==> config.mk <==
export PLATFORM = sky130hd
export DESIGN_NAME = mem_stage_ctrl_flat
export DESIGN_NICKNAME = d
export VERILOG_FILES = /design/src/rtl/mem_stage_ctrl_pkg.sv /design/src/rtl/mem_stage_ctrl_if.sv /design/src/rtl/mem_stage_ctrl_watchdog.sv /design/src/rtl/mem_stage_ctrl.sv /design/src/flat_wrapper.sv
export SDC_FILE = /design/constraint.sdc
export NUM_CORES = 1
export LEC_CHECK = 0
export ABC_AREA = 1
export ABC_CLOCK_PERIOD_IN_PS = 5550
export BUFFER_PORTS_ARGS = -buffer_cell sky130_fd_sc_hd__buf_2
export CAP_MARGIN = 5
export CORE_ASPECT_RATIO = 1.25
export CORE_MARGIN = 2
export CORE_UTILIZATION = 36
export DETAILED_ROUTE_END_ITERATION = 6
export SETUP_SLACK_MARGIN = 0.05
export SLEW_MARGIN = 20
export SYNTH_ARGS = -nofsm -noshare
export SYNTH_HDL_FRONTEND = slang
export SYNTH_SLANG_ARGS = --single-unit
==> constraint.sdc <==
create_clock -name CLK -period 5.55 [get_ports CLK]
set_clock_uncertainty 0.05 [all_clocks]
set_input_delay 0.555 -clock CLK [delete_from_list [all_inputs] [get_ports CLK]]
set_output_delay 0.555 -clock CLK [all_outputs]
set_load 0.05 [all_outputs]
==> src/rtl/mem_stage_ctrl_pkg.sv <==
// mem_stage_ctrl_pkg
// Shared types for the memory-stage controller: word and register-index
// types, FSM state encodings, the word-alignment mask and the packed
// MEM/WB latch record.
package mem_stage_ctrl_pkg;

    localparam int WORD_W = 32;

    typedef logic [WORD_W-1:0] word_t;
    typedef logic [4:0]        regbits_t;

    // FSM state encodings
    typedef logic [1:0] memstate_t;
    localparam logic [1:0] ST_IDLE = 2'd0;
    localparam logic [1:0] ST_WAIT = 2'd1;
    localparam logic [1:0] ST_HOLD = 2'd2;
    localparam logic [1:0] ST_HALT = 2'd3;

    // Low address bits that must be zero for a word access
    localparam logic [1:0] WORD_ALIGN_MASK = 2'b11;

    // Contents of the MEM/WB pipeline latch
    typedef struct packed {
        logic     valid;
        logic     regen;
        logic     hlt;
        word_t    porto;
        word_t    dload;
        regbits_t wsel;
        logic [1:0] regsrc;
    } memwb_t;

endpackage

==> src/rtl/mem_stage_ctrl_if.sv <==
// Interfaces used by mem_stage_ctrl.
//   dcache_if         : data-cache request/response handshake
//                       master = memory stage, slave = cache
//                       dmemREN/dmemWEN/dmemaddr/dmemstore : requests
//                       dhit/dmemload                      : response
//   pipeline_memwb_if : MEM/WB latch outputs (wb_*)
//                       master = memory stage, slave = writeback stage
interface dcache_if #(parameter int ADDR_W = 32);
    logic              dmemREN;
    logic              dmemWEN;
    logic [ADDR_W-1:0] dmemaddr;
    logic [ADDR_W-1:0] dmemstore;
    logic              dhit;
    logic [ADDR_W-1:0] dmemload;

    modport master (output dmemREN, dmemWEN, dmemaddr, dmemstore,
                    input  dhit, dmemload);
    modport slave  (input  dmemREN, dmemWEN, dmemaddr, dmemstore,
                    output dhit, dmemload);
endinterface

interface pipeline_memwb_if #(parameter int ADDR_W = 32);
    import mem_stage_ctrl_pkg::*;

    logic              wb_valid;
    logic              wb_regen;
    logic              wb_hlt;
    logic [ADDR_W-1:0] wb_porto;
    logic [ADDR_W-1:0] wb_dload;
    regbits_t          wb_wsel;
    logic [1:0]        wb_regsrc;

    modport master (output wb_valid, wb_regen, wb_hlt, wb_porto, wb_dload,
                           wb_wsel, wb_regsrc);
    modport slave  (input  wb_valid, wb_regen, wb_hlt, wb_porto, wb_dload,
                           wb_wsel, wb_regsrc);
endinterface

==> src/rtl/mem_stage_ctrl_watchdog.sv <==
// mem_watchdog
// Counts cycles a data request spends outstanding. start_i loads 1,
// run_i increments (saturating at TIMEOUT), clear_i returns to 0.
// expire_o is high whenever the next count equals TIMEOUT.
// Ports: CLK, RST (async, active-high), start_i, run_i, clear_i, expire_o.
module mem_watchdog #(
    parameter int TIMEOUT = 256
) (
    input  logic CLK,
    input  logic RST,
    input  logic start_i,
    input  logic run_i,
    input  logic clear_i,
    output logic expire_o
);

    localparam int CW = $clog2(TIMEOUT + 1);

    logic [CW-1:0] cnt_q, cnt_d;

    // Next count: clear dominates, then start, then saturating increment
    always_comb begin
        cnt_d = cnt_q;
        if (clear_i) begin
            cnt_d = '0;
        end else if (start_i) begin
            cnt_d = CW'(1);
        end else if (run_i && (cnt_q != CW'(TIMEOUT))) begin
            cnt_d = cnt_q + CW'(1);
        end
    end

    always_ff @(posedge CLK or posedge RST) begin
        if (RST) begin
            cnt_q <= '0;
        end else begin
            cnt_q <= cnt_d;
        end
    end

    assign expire_o = (cnt_d == CW'(TIMEOUT));

endmodule

==> src/rtl/mem_stage_ctrl.sv <==
// mem_stage_ctrl
// Memory-stage controller: issues the data-cache request for the
// instruction in the EX/MEM latch, stalls upstream until the cache
// answers, parks load data when the pipeline is frozen, and drives the
// MEM/WB latch. Owns the sticky halt and err flags.
// Ports:
//   CLK, RST           clock, async active-high reset
//   ex_*               EX/MEM latch fields
//   advance            pipeline latches may update this cycle
//   dc (master)        data-cache handshake
//   wb (master)        MEM/WB latch outputs
//   mem_stall          freeze upstream stages
//   halt, err          sticky status
module mem_stage_ctrl
    import mem_stage_ctrl_pkg::*;
#(
    parameter int TIMEOUT = 256,
    parameter int ADDR_W  = 32
) (
    input  logic              CLK,
    input  logic              RST,
    input  logic              ex_valid,
    input  logic [ADDR_W-1:0] ex_porto,
    input  logic [ADDR_W-1:0] ex_rdat2,
    input  regbits_t          ex_wsel,
    input  logic              ex_regen,
    input  logic [1:0]        ex_regsrc,
    input  logic              ex_hlt,
    input  logic              ex_dmemREN,
    input  logic              ex_dmemWEN,
    input  logic              advance,
    dcache_if.master          dc,
    pipeline_memwb_if.master  wb,
    output logic              mem_stall,
    output logic              halt,
    output logic              err
);

    memstate_t         state_q, state_d;
    memwb_t            wb_q, wb_d, exFields;
    word_t             holdBuf_q, holdBuf_d;
    logic              halt_q, halt_d;
    logic              err_q, err_d;
    logic              accessReq, aligned, memop, misalign, bothReq, inReq;
    logic [ADDR_W-1:0] loadData;
    logic              wdStart, wdRun, wdClear, wdExpire;

    // Decode of the latched instruction
    assign aligned   = ((ex_porto[1:0] & WORD_ALIGN_MASK) == 2'b00);
    assign accessReq = ex_valid & (ex_dmemREN | ex_dmemWEN);
    assign memop     = accessReq & aligned;
    assign misalign  = accessReq & ~aligned;
    assign bothReq   = ex_valid & ex_dmemREN & ex_dmemWEN;
    assign inReq     = (state_q == ST_IDLE) | (state_q == ST_WAIT);

    // Stores retire with zero load data; read wins over write
    assign loadData  = ex_dmemREN ? dc.dmemload : '0;

    // Cache request and stall; gated by RST so every output reads 0 in reset
    assign dc.dmemREN   = ~RST & inReq & memop & ex_dmemREN;
    assign dc.dmemWEN   = ~RST & inReq & memop & ex_dmemWEN & ~ex_dmemREN;
    assign dc.dmemaddr  = RST ? '0 : {ex_porto[ADDR_W-1:2], 2'b00};
    assign dc.dmemstore = RST ? '0 : ex_rdat2;
    assign mem_stall    = ~RST & inReq & memop & ~dc.dhit;

    // EX fields as they would enter MEM/WB; misaligned ops lose their write
    always_comb begin
        exFields        = '0;
        exFields.valid  = ex_valid;
        exFields.regen  = ex_regen & ~misalign;
        exFields.hlt    = ex_valid & ex_hlt;
        exFields.porto  = ex_porto;
        exFields.dload  = '0;
        exFields.wsel   = ex_wsel;
        exFields.regsrc = ex_regsrc;
    end

    // Next-state, MEM/WB, hold buffer and sticky flags
    always_comb begin
        state_d   = state_q;
        wb_d      = wb_q;
        holdBuf_d = holdBuf_q;
        halt_d    = halt_q;
        err_d     = err_q | wdExpire;
        wdStart   = 1'b0;
        wdRun     = 1'b0;
        wdClear   = 1'b0;

        if (inReq & (misalign | bothReq)) begin
            err_d = 1'b1;
        end

        case (state_q)
            ST_IDLE: begin
                if (ex_valid & ex_hlt & advance) begin
                    wb_d    = exFields;
                    halt_d  = 1'b1;
                    state_d = ST_HALT;
                end else if (memop) begin
                    if (dc.dhit) begin
                        if (advance) begin
                            wb_d       = exFields;
                            wb_d.dload = loadData;
                        end else begin
                            holdBuf_d = loadData;
                            state_d   = ST_HOLD;
                        end
                    end else begin
                        wdStart = 1'b1;
                        state_d = ST_WAIT;
                    end
                end else if (advance) begin
                    wb_d = exFields;
                end
            end
            ST_WAIT: begin
                // A vanished request (latch changed under us) just drops back
                if (!memop) begin
                    wdClear = 1'b1;
                    state_d = ST_IDLE;
                end else if (dc.dhit) begin
                    wdClear = 1'b1;
                    if (advance) begin
                        wb_d       = exFields;
                        wb_d.dload = loadData;
                        state_d    = ST_IDLE;
                    end else begin
                        holdBuf_d = loadData;
                        state_d   = ST_HOLD;
                    end
                end else begin
                    wdRun = 1'b1;
                end
            end
            ST_HOLD: begin
                if (advance) begin
                    wb_d       = exFields;
                    wb_d.dload = holdBuf_q;
                    state_d    = ST_IDLE;
                end
            end
            default: begin
                halt_d = 1'b1;
            end
        endcase
    end

    always_ff @(posedge CLK or posedge RST) begin
        if (RST) begin
            state_q   <= ST_IDLE;
            wb_q      <= '0;
            holdBuf_q <= '0;
            halt_q    <= 1'b0;
            err_q     <= 1'b0;
        end else begin
            state_q   <= state_d;
            wb_q      <= wb_d;
            holdBuf_q <= holdBuf_d;
            halt_q    <= halt_d;
            err_q     <= err_d;
        end
    end

    mem_watchdog #(.TIMEOUT(TIMEOUT)) u_watchdog (
        .CLK      (CLK),
        .RST      (RST),
        .start_i  (wdStart),
        .run_i    (wdRun),
        .clear_i  (wdClear),
        .expire_o (wdExpire)
    );

    assign wb.wb_valid  = wb_q.valid;
    assign wb.wb_regen  = wb_q.regen;
    assign wb.wb_hlt    = wb_q.hlt;
    assign wb.wb_porto  = wb_q.porto;
    assign wb.wb_dload  = wb_q.dload;
    assign wb.wb_wsel   = wb_q.wsel;
    assign wb.wb_regsrc = wb_q.regsrc;
    assign halt         = halt_q;
    assign err          = err_q;

endmodule

==> src/flat_wrapper.sv <==
// flat-port wrapper written by rule: the top's interface ports become plain ports
module mem_stage_ctrl_flat import mem_stage_ctrl_pkg::*;
#(
    parameter int TIMEOUT = 256,
    parameter int ADDR_W  = 32
)
  (CLK, RST, ex_valid, ex_porto, ex_rdat2, ex_wsel, ex_regen, ex_regsrc, ex_hlt, ex_dmemREN, ex_dmemWEN, advance, mem_stall, halt, err, dc_dmemREN, dc_dmemWEN, dc_dmemaddr, dc_dmemstore, dc_dhit, dc_dmemload, wb_wb_valid, wb_wb_regen, wb_wb_hlt, wb_wb_porto, wb_wb_dload, wb_wb_wsel, wb_wb_regsrc);
  dcache_if #(.ADDR_W(ADDR_W)) dc_i ();
  pipeline_memwb_if #(.ADDR_W(ADDR_W)) wb_i ();
  input  logic CLK;
  input  logic RST;
  input  logic ex_valid;
  input  logic [ADDR_W-1:0] ex_porto;
  input  logic [ADDR_W-1:0] ex_rdat2;
  input  regbits_t ex_wsel;
  input  logic ex_regen;
  input  logic [1:0] ex_regsrc;
  input  logic ex_hlt;
  input  logic ex_dmemREN;
  input  logic ex_dmemWEN;
  input  logic advance;
  output logic mem_stall;
  output logic halt;
  output logic err;
  output wire logic [$bits(dc_i.dmemREN)-1:0] dc_dmemREN;
  output wire logic [$bits(dc_i.dmemWEN)-1:0] dc_dmemWEN;
  output wire logic [$bits(dc_i.dmemaddr)-1:0] dc_dmemaddr;
  output wire logic [$bits(dc_i.dmemstore)-1:0] dc_dmemstore;
  input wire logic [$bits(dc_i.dhit)-1:0] dc_dhit;
  input wire logic [$bits(dc_i.dmemload)-1:0] dc_dmemload;
  output wire logic [$bits(wb_i.wb_valid)-1:0] wb_wb_valid;
  output wire logic [$bits(wb_i.wb_regen)-1:0] wb_wb_regen;
  output wire logic [$bits(wb_i.wb_hlt)-1:0] wb_wb_hlt;
  output wire logic [$bits(wb_i.wb_porto)-1:0] wb_wb_porto;
  output wire logic [$bits(wb_i.wb_dload)-1:0] wb_wb_dload;
  output wire logic [$bits(wb_i.wb_wsel)-1:0] wb_wb_wsel;
  output wire logic [$bits(wb_i.wb_regsrc)-1:0] wb_wb_regsrc;
  assign dc_dmemREN = dc_i.dmemREN;
  assign dc_dmemWEN = dc_i.dmemWEN;
  assign dc_dmemaddr = dc_i.dmemaddr;
  assign dc_dmemstore = dc_i.dmemstore;
  assign dc_i.dhit = dc_dhit;
  assign dc_i.dmemload = dc_dmemload;
  assign wb_wb_valid = wb_i.wb_valid;
  assign wb_wb_regen = wb_i.wb_regen;
  assign wb_wb_hlt = wb_i.wb_hlt;
  assign wb_wb_porto = wb_i.wb_porto;
  assign wb_wb_dload = wb_i.wb_dload;
  assign wb_wb_wsel = wb_i.wb_wsel;
  assign wb_wb_regsrc = wb_i.wb_regsrc;
  mem_stage_ctrl #(.TIMEOUT(TIMEOUT), .ADDR_W(ADDR_W)) u_core (.CLK(CLK), .RST(RST), .ex_valid(ex_valid), .ex_porto(ex_porto), .ex_rdat2(ex_rdat2), .ex_wsel(ex_wsel), .ex_regen(ex_regen), .ex_regsrc(ex_regsrc), .ex_hlt(ex_hlt), .ex_dmemREN(ex_dmemREN), .ex_dmemWEN(ex_dmemWEN), .advance(advance), .dc(dc_i), .wb(wb_i), .mem_stall(mem_stall), .halt(halt), .err(err));
endmodule
==> impl_results.md, run 1 <==
* GRT Util Overall at 20.15%
* Commonest non-fill, non-tap cell in the layout: buf_2
* Synth cell types at 37
* DRT antenna net count at 0
* Initial antenna violation count at 1
* Final hold violations at 0
* Yosys warns at 0
* CTS resizes at 0
* Port buffer count at approximately 250
* Post-Route WL at 18470 um
* PD cells at between 500 and 600 nW/um^2
* DRC at 4
* Mapped Cells at 796
* Final Slew Violations at 0
* Core ar. at around 17000 um^2
* Clock Sink Count at 119
* Sequential share of the synthesized area at 48.37%
* Final Net Count at 1142
* Crit path DAT at 3.32 ns
* Number of global-route vias before repair at 5444
* Failing checks: design-rule violations
* Post-CTS Setup Repair Bufs at 0
* TritonCTS Buffers at 17
* DP Wirelength at 12910 um
* CTS clk-pin slew, worst paths at 0.05 ns
* Hold slack final at 0.3438 ns
* CTS max path bufs at 2
* DR WL/cell at approximately 15 um
* Share of layout cells above drive strength 1 at between 20% and 30%
* Synth Area in Adders at under 10%
* First-pass GRT wire length at 28670 um
* Simple-gate share of the synthesized area at 22.99%
* DR vias/cell at approximately 4.7
* Fin crit period at 3.032 ns
* Crit path max fanout at 72
* Fmax at 0.3298 GHz
* Crit end category: flop
* Antenna Cells at 0
* Prevailing post-synth register cell: dfrtp_1
* Number of H-tree levels at 4
* Synthesis-stage register bit count at 119
* Final setup vio count at 0
* Relative slew slack at 47.41%
* Actual slew at the worst max-slew pin at 0.7888 ns
* Mux share of post-synthesis cell area at 0%
* Iteration-0 DRC Markers at 353
* Total Negative Setup Slacks at 0 ns
* Post-synth EDFFs at 0
* Area used by multi-input combinational logic at 2532 um^2
* P_leak at 4.460 nW
* Ys async rst share at 100.0%
* Data required, critical path at 5.84 ns
* 1st-pass router iterations at 7
* Remaining global-route overflow at 0
* Critical setup path kind: reg -> reg
* Status: finished, violations left
* Tot Pwr at 4.463 mW
* Final period util at between 50% and 60%
* Area occupied by registers at 2978 um^2
* # rows at between 50 and 60
* CP Launch Type: flop
* Largest net degree at the start of global routing at 85
* Worst min path class: in -> reg
* Post-Synth XOR/XNOR Area at 0.1423%
* Compound-Gate Fraction of Synth Area at 16.67%
* Max VDD drop at 0.0003629 V
* DR vias at approximately 6000
* Die X at roughly 120 um
* Final Core Density at 48.19%
* CTS tree: yes
* Area growth syn-to-layout at 31.34%
* RSZ-0062 raised after global routing: false
* Post-DP Area at roughly 7500 um^2
* Post-CTS Hold Fix Bufs at 0
* Mean Syn Cell Area at a little under 8 um^2
* Synthesized area at 6156 um^2
* GPL Wtd Cong at 0.8547
* Die Y at 150.2 um
* Design area at ~8100 um^2
* Most frequent cells in the layout: 252 x buf_2, 184 x nand2_1, 123 x nor2_1
* Largest family of logic cells by synthesized area: simple AND/OR/NAND/NOR gates
* FILL cells at 1669
* Full die area at 18170 um^2
* Worst-Skew Late Latency at 0.42 ns
* Io pins at around 260
* Initial Util at 36.69%
* Maxcap violations at 0
* Root Driver: clkbuf_16
-- worst paths after layout --
kind	from	slack, ns	to	cells after the start
min in group asynchronous	RST	0.52	u_core.holdBuf_q[8]	3
worst max-delay path	u_core.state_q[0]	2.52	u_core.wb.wb_porto[24]	9
worst max register to register	u_core.state_q[0]	2.52	u_core.wb.wb_porto[24]	9
worst min-delay path	ex_porto[4]	0.34	u_core.wb.wb_porto[4]	3
worst min register to register	u_core.halt	0.42	u_core.halt	1
max in group asynchronous	RST	3.77	u_core.wb.wb_wsel[2]	4
-- synthesized netlist by cell type, types with 6 or more instances --
| master | number | area, um^2 |
|---|---|---|
| ha_1 | 6 | 75.07 |
| dfrtp_1 | 119 | 2978 |
| o21ai_1 | 33 | 165.2 |
| inv_1 | 105 | 394.1 |
| a21oi_1 | 13 | 65.06 |
| a32o_1 | 8 | 80.08 |
| a32oi_1 | 32 | 280.3 |
| clkbuf_1 | 25 | 93.84 |
| o21ai_0 | 70 | 350.3 |
| nor2_1 | 123 | 461.7 |
| nand2_1 | 184 | 690.7 |
| buf_2 | 17 | 85.08 |
| nand4_1 | 6 | 37.54 |
| nand3_1 | 18 | 90.09 |
-- routing by layer --
metal	share of wire (%)	wire length (um)	GRT usage, %
met5	0.070	13	0
met4	1.2	217	6.802
met3	6.5	1197	4.811
met2	48	8895	31.35
met1	44	8142	27.57
-- sequential cells by signal, indices dropped and copies added (netlist names) --
register	cells
u_core.holdBuf_q	32
u_core.u_watchdog.cnt_q	9
u_core.wb.wb_hlt	1
u_core.state_q	2
u_core.wb.wb_valid	1
u_core.wb.wb_regen	1
u_core.wb.wb_regsrc	2
u_core.wb.wb_dload	32
u_core.wb.wb_porto	32
u_core.wb.wb_wsel	5
u_core.err	1
u_core.halt	1
-- final cells by class --
class / count / area share, %
Timing Repair Buffer: 258 / 16.20
Sequential cell: 119 / 36.83
Tap cell: 220 / 3.405
Inverter: 109 / 5.091
Clock inverter: 8 / 1.192
Multi-Input combinational cell: 519 / 31.32
Clock buffer: 24 / 5.958
-- power breakdown --
group	switching [mW]	total (mW)	internal, mW
Clock	0.374	1.07	0.693
Sequential	0.148	1.29	1.14
Combinational	1.65	2.11	0.461
-- kinds of logic (layout without fill, tap and decap cells) --
logic type,count (synthesis),count (layout)
compound gates,164,164
xor+xnor,1,1
fa+ha+maj,6,6
buf+inv,159,399
flops,119,119
other cells,1,2
simple gates,346,346
-- critical path, cell delays in order, from the launching register on --
cell	delay [ns]
dfrtp_1	0.37
inv_1	0.09
ha_1	0.48
inv_1	0.23
nand3_2	0.12
nand2_2	0.56
nand2_2	0.13
nand2_4	0.60
o21ai_0	0.17
a21oi_1	0.14
-- per-stage QoR --
| stage | std cells | setup slack, ns |
|---|---|---|
| 5_1_grt | 1257 | 2.235 |
| 4_1_cts | 1257 | 2.479 |
| 3_3_place_gp | 1225 | 2.077 |
| 3_5_place_dp | 1225 | 2.057 |
| 6_report | 1257 | 2.518 |
| 2_1_floorplan | 797 | 0.1847 |
Note: power is estimated with default switching activity, not from simulation.
==> run 2, diff against run 1 <==
--- a/config.mk
+++ b/config.mk
@@ -6,13 +6,14 @@
 export NUM_CORES = 1
 export LEC_CHECK = 0
 export ABC_AREA = 1
-export ABC_CLOCK_PERIOD_IN_PS = 5550
+export ABC_CLOCK_PERIOD_IN_PS = 2460
 export BUFFER_PORTS_ARGS = -buffer_cell sky130_fd_sc_hd__buf_2
 export CAP_MARGIN = 5
 export CORE_ASPECT_RATIO = 1.25
 export CORE_MARGIN = 2
 export CORE_UTILIZATION = 36
 export DETAILED_ROUTE_END_ITERATION = 6
+export PLACE_DENSITY = 0.65
 export SETUP_SLACK_MARGIN = 0.05
 export SLEW_MARGIN = 20
 export SYNTH_ARGS = -nofsm -noshare
==> constraint.sdc (replaced) <==
create_clock -name CLK -period 2.46 [get_ports CLK]
set_clock_uncertainty 0.05 [all_clocks]
set_input_delay 0.246 -clock CLK [delete_from_list [all_inputs] [get_ports CLK]]
set_output_delay 0.246 -clock CLK [all_outputs]
set_load 0.05 [all_outputs]
==> impl_results.md, run 2 (synthesis gave the netlist of run 1 again) <==
* Worst-Skew Late Latency at 0.41 ns (about the same)
* RSZ-0062 raised after global routing: false
* # rows at 53 (unchanged)
* Crit path DAT at 1.97 ns (-1.35 ns)
* Number of H-tree levels at 4 (unchanged)
* Actual slew at the worst max-slew pin at 0.6451 ns (-0.1437 ns)
* Max VDD drop at 0.0005861 V (+62%)
* Data required, critical path at 2.16 ns (-3.68 ns)
* Setup ws final at 0.1988 ns (-2.319 ns)
* PD cells at 1249 nW/um^2 (+130%)
* R2r setup slk at 0.34 ns (-2.18 ns)
* First-pass GRT wire length at 29270 um (+2.1%)
* Largest net degree at the start of global routing at 120 (+41%)
* Full die area at 18170 um^2 (unchanged)
* Number of global-route vias before repair at 5616 (+3.2%)
* Fin crit period at 2.261 ns
* Fmax at 0.4422 GHz
* Area growth syn-to-layout at 33.48%
* Clock Sink Count at 119 (unchanged)
* Antenna Cells at 0 (unchanged)
* DP Wirelength at 13130 um (+1.6%)
* Final period util at roughly nine tenths
* WL met3 at 1021 um (-15%)
* Post-Route WL at 18840 um (+2.0%)
* DR WL/cell at 14.92 um (+1.5%)
* Tot Pwr at 10.26 mW (+130%)
* Port buffer count at 252 (unchanged)
* Post-CTS Setup Repair Bufs at 0 (unchanged)
* Critical setup path kind: reg -> out
* P_leak at 4.505 nW (+1.0%)
* R2R depth at 9 (unchanged)
* Commonest non-fill, non-tap cell in the layout: buf_2
* Final hold violations at 0 (unchanged)
* Max layer used: met5
* FF-to-FF End: u_core.wb.wb_porto[31]
* CTS clk-pin slew, worst paths at 0.05 ns (about the same)
* M1 wire length at 8544 um (+4.9%)
* Final Net Count at 1149 (+0.61%)
* Die Y at 150.2 um (unchanged)
* Status: finished clean
* DR vias/cell at 4.782 (+0.76%)
* GRT Util Overall at 20.54% (+0.39 points)
* DRC at 0 (-4)
* Remaining global-route overflow at 0 (unchanged)
* Io pins at 255 (unchanged)
* Initial Util at 36.69% (unchanged)
* GPL Wtd Cong at 0.8231 (-3.7%)
* Crit path max fanout at 4 (-94%)
* Most frequent cells in the layout: 251 x buf_2, 183 x nand2_1, 121 x nor2_1
* Design area at 8217 um^2 (+1.6%)
* Reg-to-reg startpoint: u_core.state_q[0]
* Share of layout cells above drive strength 1 at 30.68% (+1.1 points)
* CP Launch Type: flop
* Relative slew slack at 56.99% (+9.6 points)
* Hold slack final at 0.03791 ns (-0.3059 ns)
* CTS tree: yes
* Root Driver: clkbuf_16
* TritonCTS Buffers at 17 (unchanged)
* Hold path cells at 3 (unchanged)
* Setup WS pre-CTS at 0.1803 ns (-1.877 ns)
* Die X at 121.0 um (unchanged)
* Maxcap violations at 0 (unchanged)
* Post-DP Area at 7621 um^2 (+1.6%)
* DR vias at 6040 (+1.2%)
* Final Slew Violations at 0 (unchanged)
* Iteration-0 DRC Markers at 325 (-7.9%)
* Crit end category: output port
* Final setup vio count at 0 (unchanged)
* Core ar. at 16780 um^2 (unchanged)
* CTS max path bufs at 2 (unchanged)
* Worst Hold End: u_core.wb.wb_porto[11]
* Routed wl met2 at 9016 um (+1.4%)
* 1st-pass router iterations at 5 (-2)
* Worst min path class: in -> reg
* DRT antenna net count at 0 (unchanged)
* Hold Startpoint: ex_porto[11]
* Initial antenna violation count at 1 (unchanged)
==> run 2: changes by cell type in the layout (fill, tap and decap cells not counted), moves of 2 or more <==
cell        change
buf_4           +4
buf_12          +3
clkbuf_1        -2
clkinvlp_4      +2
nor2_1          -2
nor2_4          +2
==> run 2: worst max-delay path, stage by stage (launching register included) <==
cell,delay [ns]
dfrtp_1,0.41
inv_1,0.09
ha_1,0.21
nor2_1,0.06
inv_1,0.18
nand3_4,0.16
nor3_4,0.19
clkbuf_4,0.25
==> run 2: per-stage QoR <==
step	utilization (%)	setup TNS, ns	cells
2_1_floorplan	-	-2.465	797
3_3_place_gp	45.42	0	1232
3_5_place_dp	45.42	0	1232
4_1_cts	48.88	0	1263
5_1_grt	48.97	0	1263
6_report	48.97	0	1263
==> run 2: per-layer routing <==
layer,up-vias,GRT usage [%]
met3,22,3.674
li1,3017,-
met5,-,0
met2,186,31.88
met1,2813,28.89
met4,2,7.035
==> run 2: layout make-up <==
class | instances | area (um^2)
fill | 1685 | 8561
sequential | 119 | 2978
multi-input combinational | 519 | 2574
timing repair buffer | 265 | 1403
clock buffer | 22 | 474.2
inverter | 109 | 412.9
tap | 220 | 275.3
clock inverter | 9 | 100.1
==> run 2: worst max path at each step <==
stage	startpoint	end
2_1_floorplan	RST	dc_dmemWEN
3_3_place_gp	u_core.state_q[0]	u_core.wb.wb_porto[30]
3_5_place_dp	u_core.state_q[0]	u_core.wb.wb_porto[29]
4_1_cts	u_core.state_q[1]	dc_dmemWEN
5_1_grt	u_core.state_q[1]	dc_dmemWEN
6_report	u_core.state_q[1]	dc_dmemWEN
==> run 2: where the power goes <==
part | switching, mW | internal (mW) | leakage [nW] | total, mW
combinational | 3.79 | 1.16 | 2.65 | 4.96
sequential | 0.325 | 2.57 | 1.58 | 2.89
clock | 0.862 | 1.55 | 0.282 | 2.42
==> run 2: repair_timing <==
action	4_1_cts	5_1_grt
setup endpoints to repair	2	21
resized for setup	1	4
hold buffers	0	0
gates cloned	0	0
==> run 3, diff against run 2 <==
--- a/config.mk
+++ b/config.mk
@@ -5,7 +5,7 @@
 export SDC_FILE = /design/constraint.sdc
 export NUM_CORES = 1
 export LEC_CHECK = 0
-export ABC_AREA = 1
+export ABC_AREA = 0
 export ABC_CLOCK_PERIOD_IN_PS = 2460
 export BUFFER_PORTS_ARGS = -buffer_cell sky130_fd_sc_hd__buf_2
 export CAP_MARGIN = 5
@@ -13,7 +13,7 @@
 export CORE_MARGIN = 2
 export CORE_UTILIZATION = 36
 export DETAILED_ROUTE_END_ITERATION = 6
-export PLACE_DENSITY = 0.65
+export PLACE_DENSITY = 0.64
 export SETUP_SLACK_MARGIN = 0.05
 export SLEW_MARGIN = 20
 export SYNTH_ARGS = -nofsm -noshare
==> impl_results.md, run 3 <==
* Status: finished clean
* CP max stage cell: or4b_4
* P_leak at 3.992 nW (-11%)
* Post-synth EDFFs at 0 (unchanged)
* CTS max path bufs at 2 (unchanged)
* Critical Path Max Stage Delay at 0.48 ns (+0.07 ns)
* Total Negative Setup Slacks at 0 ns (unchanged)
* Post-CTS Setup Repair Bufs at 0 (unchanged)
* DRC at 0 (unchanged)
* Met3 Usage GRT at 7.328% (+3.7 points)
* Largest net degree at the start of global routing at 67 (-44%)
* Final Net Count at 975 (-15%)
* Mapped Cells at 609 (-23%)
* Yosys warns at 0 (unchanged)
* DR vias/cell at 5.150 (+7.7%)
* Met2 usage at 38.57% (+6.7 points)
* Area growth syn-to-layout at 38.07%
* Worst-Skew Late Latency at 0.41 ns (about the same)
* Synthesis-stage register bit count at 119 (unchanged)
* CP top delay family: compound AO/OA/AOI/OAI gates
* Synthesized area at 5801 um^2 (-5.8%)
* Fin crit period at 2.344 ns (+0.08307 ns)
* TritonCTS Buffers at 17 (unchanged)
* Die Y at 145.9 um (-2.8%)
* Top-area cell type share of the netlist area at 51.34% (+3.0 points)
* Root Driver: clkbuf_16
* Critical path, cell by cell: inv_1, ha_1, or4b_4, o21a_4, and4_1, o21ai_2, nor4_2, a311o_1
* Actual slew at the worst max-slew pin at 0.6516 ns (+0.006504 ns)
* DR vias at 5583 (-7.6%)
* CP Launch Type: flop
* Core ar. at 15700 um^2 (-6.4%)
* Commonest non-fill, non-tap cell in the layout: buf_2
* Fmax at 0.4266 GHz (-3.5%)
* Number of H-tree levels at 4 (unchanged)
* DR WL/cell at 17.81 um (+19%)
* CTS tree: yes
* Worst Path Buf+Inv at 1 (-2)
* Final period util at 95.30% (+3.4 points)
* Crit path DAT at 2.59 ns (+0.62 ns)
* Final Core Density at 51.02% (+2.0 points)
* Number of global-route vias before repair at 5493 (-2.2%)
* Initial Util at 36.95% (+0.26 points)
* Iteration-0 DRC Markers at 317 (-2.5%)
* Tot Pwr at 10.10 mW (-1.6%)
* Initial antenna violation count at 3 (+2)
* CTS clk-pin slew, worst paths at 0.05 ns (about the same)
* Critical setup path kind: reg -> reg
* First-pass GRT wire length at 29950 um (+2.3%)
* Crit end category: flop
* Most frequent cells after synthesis: 119 x dfrtp_1, 117 x nand2_1, 64 x o21ai_1
* RSZ-0062 raised after global routing: false
* Area leader, netlist: dfrtp_1
* Share of layout cells above drive strength 1 at 37.36% (+6.7 points)
* GRT Util Overall at 22.37% (+1.8 points)
* Maxcap violations at 0 (unchanged)
* Clock Sink Count at 119 (unchanged)
* Grt peak-use layer: met2
* Max VDD drop at 0.0005451 V (-7.0%)
* Die X at 117.5 um (-2.8%)
* PD cells at 1261 nW/um^2 (+0.94%)
* Final hold violations at 0 (unchanged)
* GPL Wtd Cong at 0.8726 (+6.0%)
* Port buffer count at 252 (unchanged)
* Data required, critical path at 2.70 ns (+0.54 ns)
* Sequential share of the synthesized area at 51.34% (+3.0 points)
* DRT antenna net count at 0 (unchanged)
* GR Util met1 at 24.89% (-4.0 points)
* Mean Syn Cell Area at 9.525 um^2 (+23%)
* Relative slew slack at 56.56% (-0.43 points)
* Crit path max fanout at 8 (+4)
* Full die area at 17150 um^2 (-5.6%)
* Final Slew Violations at 0 (unchanged)
* Final setup vio count at 0 (unchanged)
* Post-Route WL at 19300 um (+2.5%)
* DP Wirelength at 13690 um (+4.3%)
* # rows at 51 (-3.8%)
* Worst min path class: in -> reg
* Count leader, synth: dfrtp_1
* Synth cell types at 52 (+41%)
* Most frequent cells in the layout: 252 x buf_2, 119 x dfrtp_1, 117 x nand2_1
* FILL cells at 1493 (-11%)
* Remaining global-route overflow at 0 (unchanged)
* Io pins at 255 (unchanged)
* Ys async rst share at 100.0% (unchanged)
* 1st-pass router iterations at 5 (unchanged)
* Synth area leaders: dfrtp_1 51%, nand2_1 7.6%, nor2b_1 6.7%
* Prevailing post-synth register cell: dfrtp_1
[run 3: area by class of cell]
cell class	count	area (um^2)	area share (%)
Antenna cell	2	5.005	0.06249
Inverter	12	48.80	0.6093
Timing Repair Buffer	278	1541	19.25
Sequential cell	119	2978	37.18
Multi-Input combinational cell	429	2597	32.43
Clock buffer	19	442.9	5.530
Clock inverter	13	130.1	1.625
Tap cell	212	265.3	3.312
[run 3: power by group]
part	switching (mW)	leakage (nW)	internal, mW
sequential	0.294	1.57	2.55
clock	0.890	0.279	1.51
combinational	3.54	2.14	1.32
total	4.73	3.99	5.37
[run 3: stage by stage]
stage,instance area (um^2),worst slack (ns),hold WS (ns),cells
floorplan,5821,0.1219,0.3285,610
global placement,7287,0.2109,0.3879,1041
detailed placement,7287,0.1531,0.3916,1041
CTS,7950,0.1183,0.004212,1082
global route,8009,0.02575,0.006026,1084
finish,8009,0.1157,0.02031,1084
[run 3: logic make-up (layout without fill, tap and decap cells)]
kind of cell / after synthesis / count (layout) / synth area share, %
other: 1 / 4 / 0.06465
buffers and inverters: 62 / 322 / 5.241
and+or+nand+nor: 221 / 221 / 18.72
DFF: 119 / 119 / 51.34
muxes: 1 / 1 / 0.1941
AOI/OAI and AO/OA: 199 / 199 / 23.15
adders and majority gates: 6 / 6 / 1.294
[run 3: metal layers]
metal | up-vias | share of wire [%]
li1 | 2649 | -
met1 | 2646 | 38
met2 | 242 | 50
met3 | 46 | 7.9
met4 | 0 | 3.9
met5 | - | 0
[run 3: what timing repair did]
| action | CTS | global route |
|---|---|---|
| hold buffers | 9 | 0 |
| setup endpoints to repair | 0 | 13 |
| endpoints found under the hold margin | 9 | 0 |
| gates resized for setup | 0 | 10 |
[run 3: path summary, 6_finish.rpt]
path	start	endpoint	slack, ns	depth (start not counted)
setup / recovery	u_core.u_watchdog.cnt_q[0]	u_core.err	0.12	8
hold / removal	ex_porto[8]	u_core.wb.wb_porto[8]	0.02	2
setup reg to reg	u_core.u_watchdog.cnt_q[0]	u_core.err	0.12	8
hold reg to reg	u_core.halt	u_core.halt	0.42	1
max in group asynchronous	RST	u_core.wb.wb_dload[11]	1.87	3
min in group asynchronous	RST	u_core.wb.wb_dload[30]	0.22	3
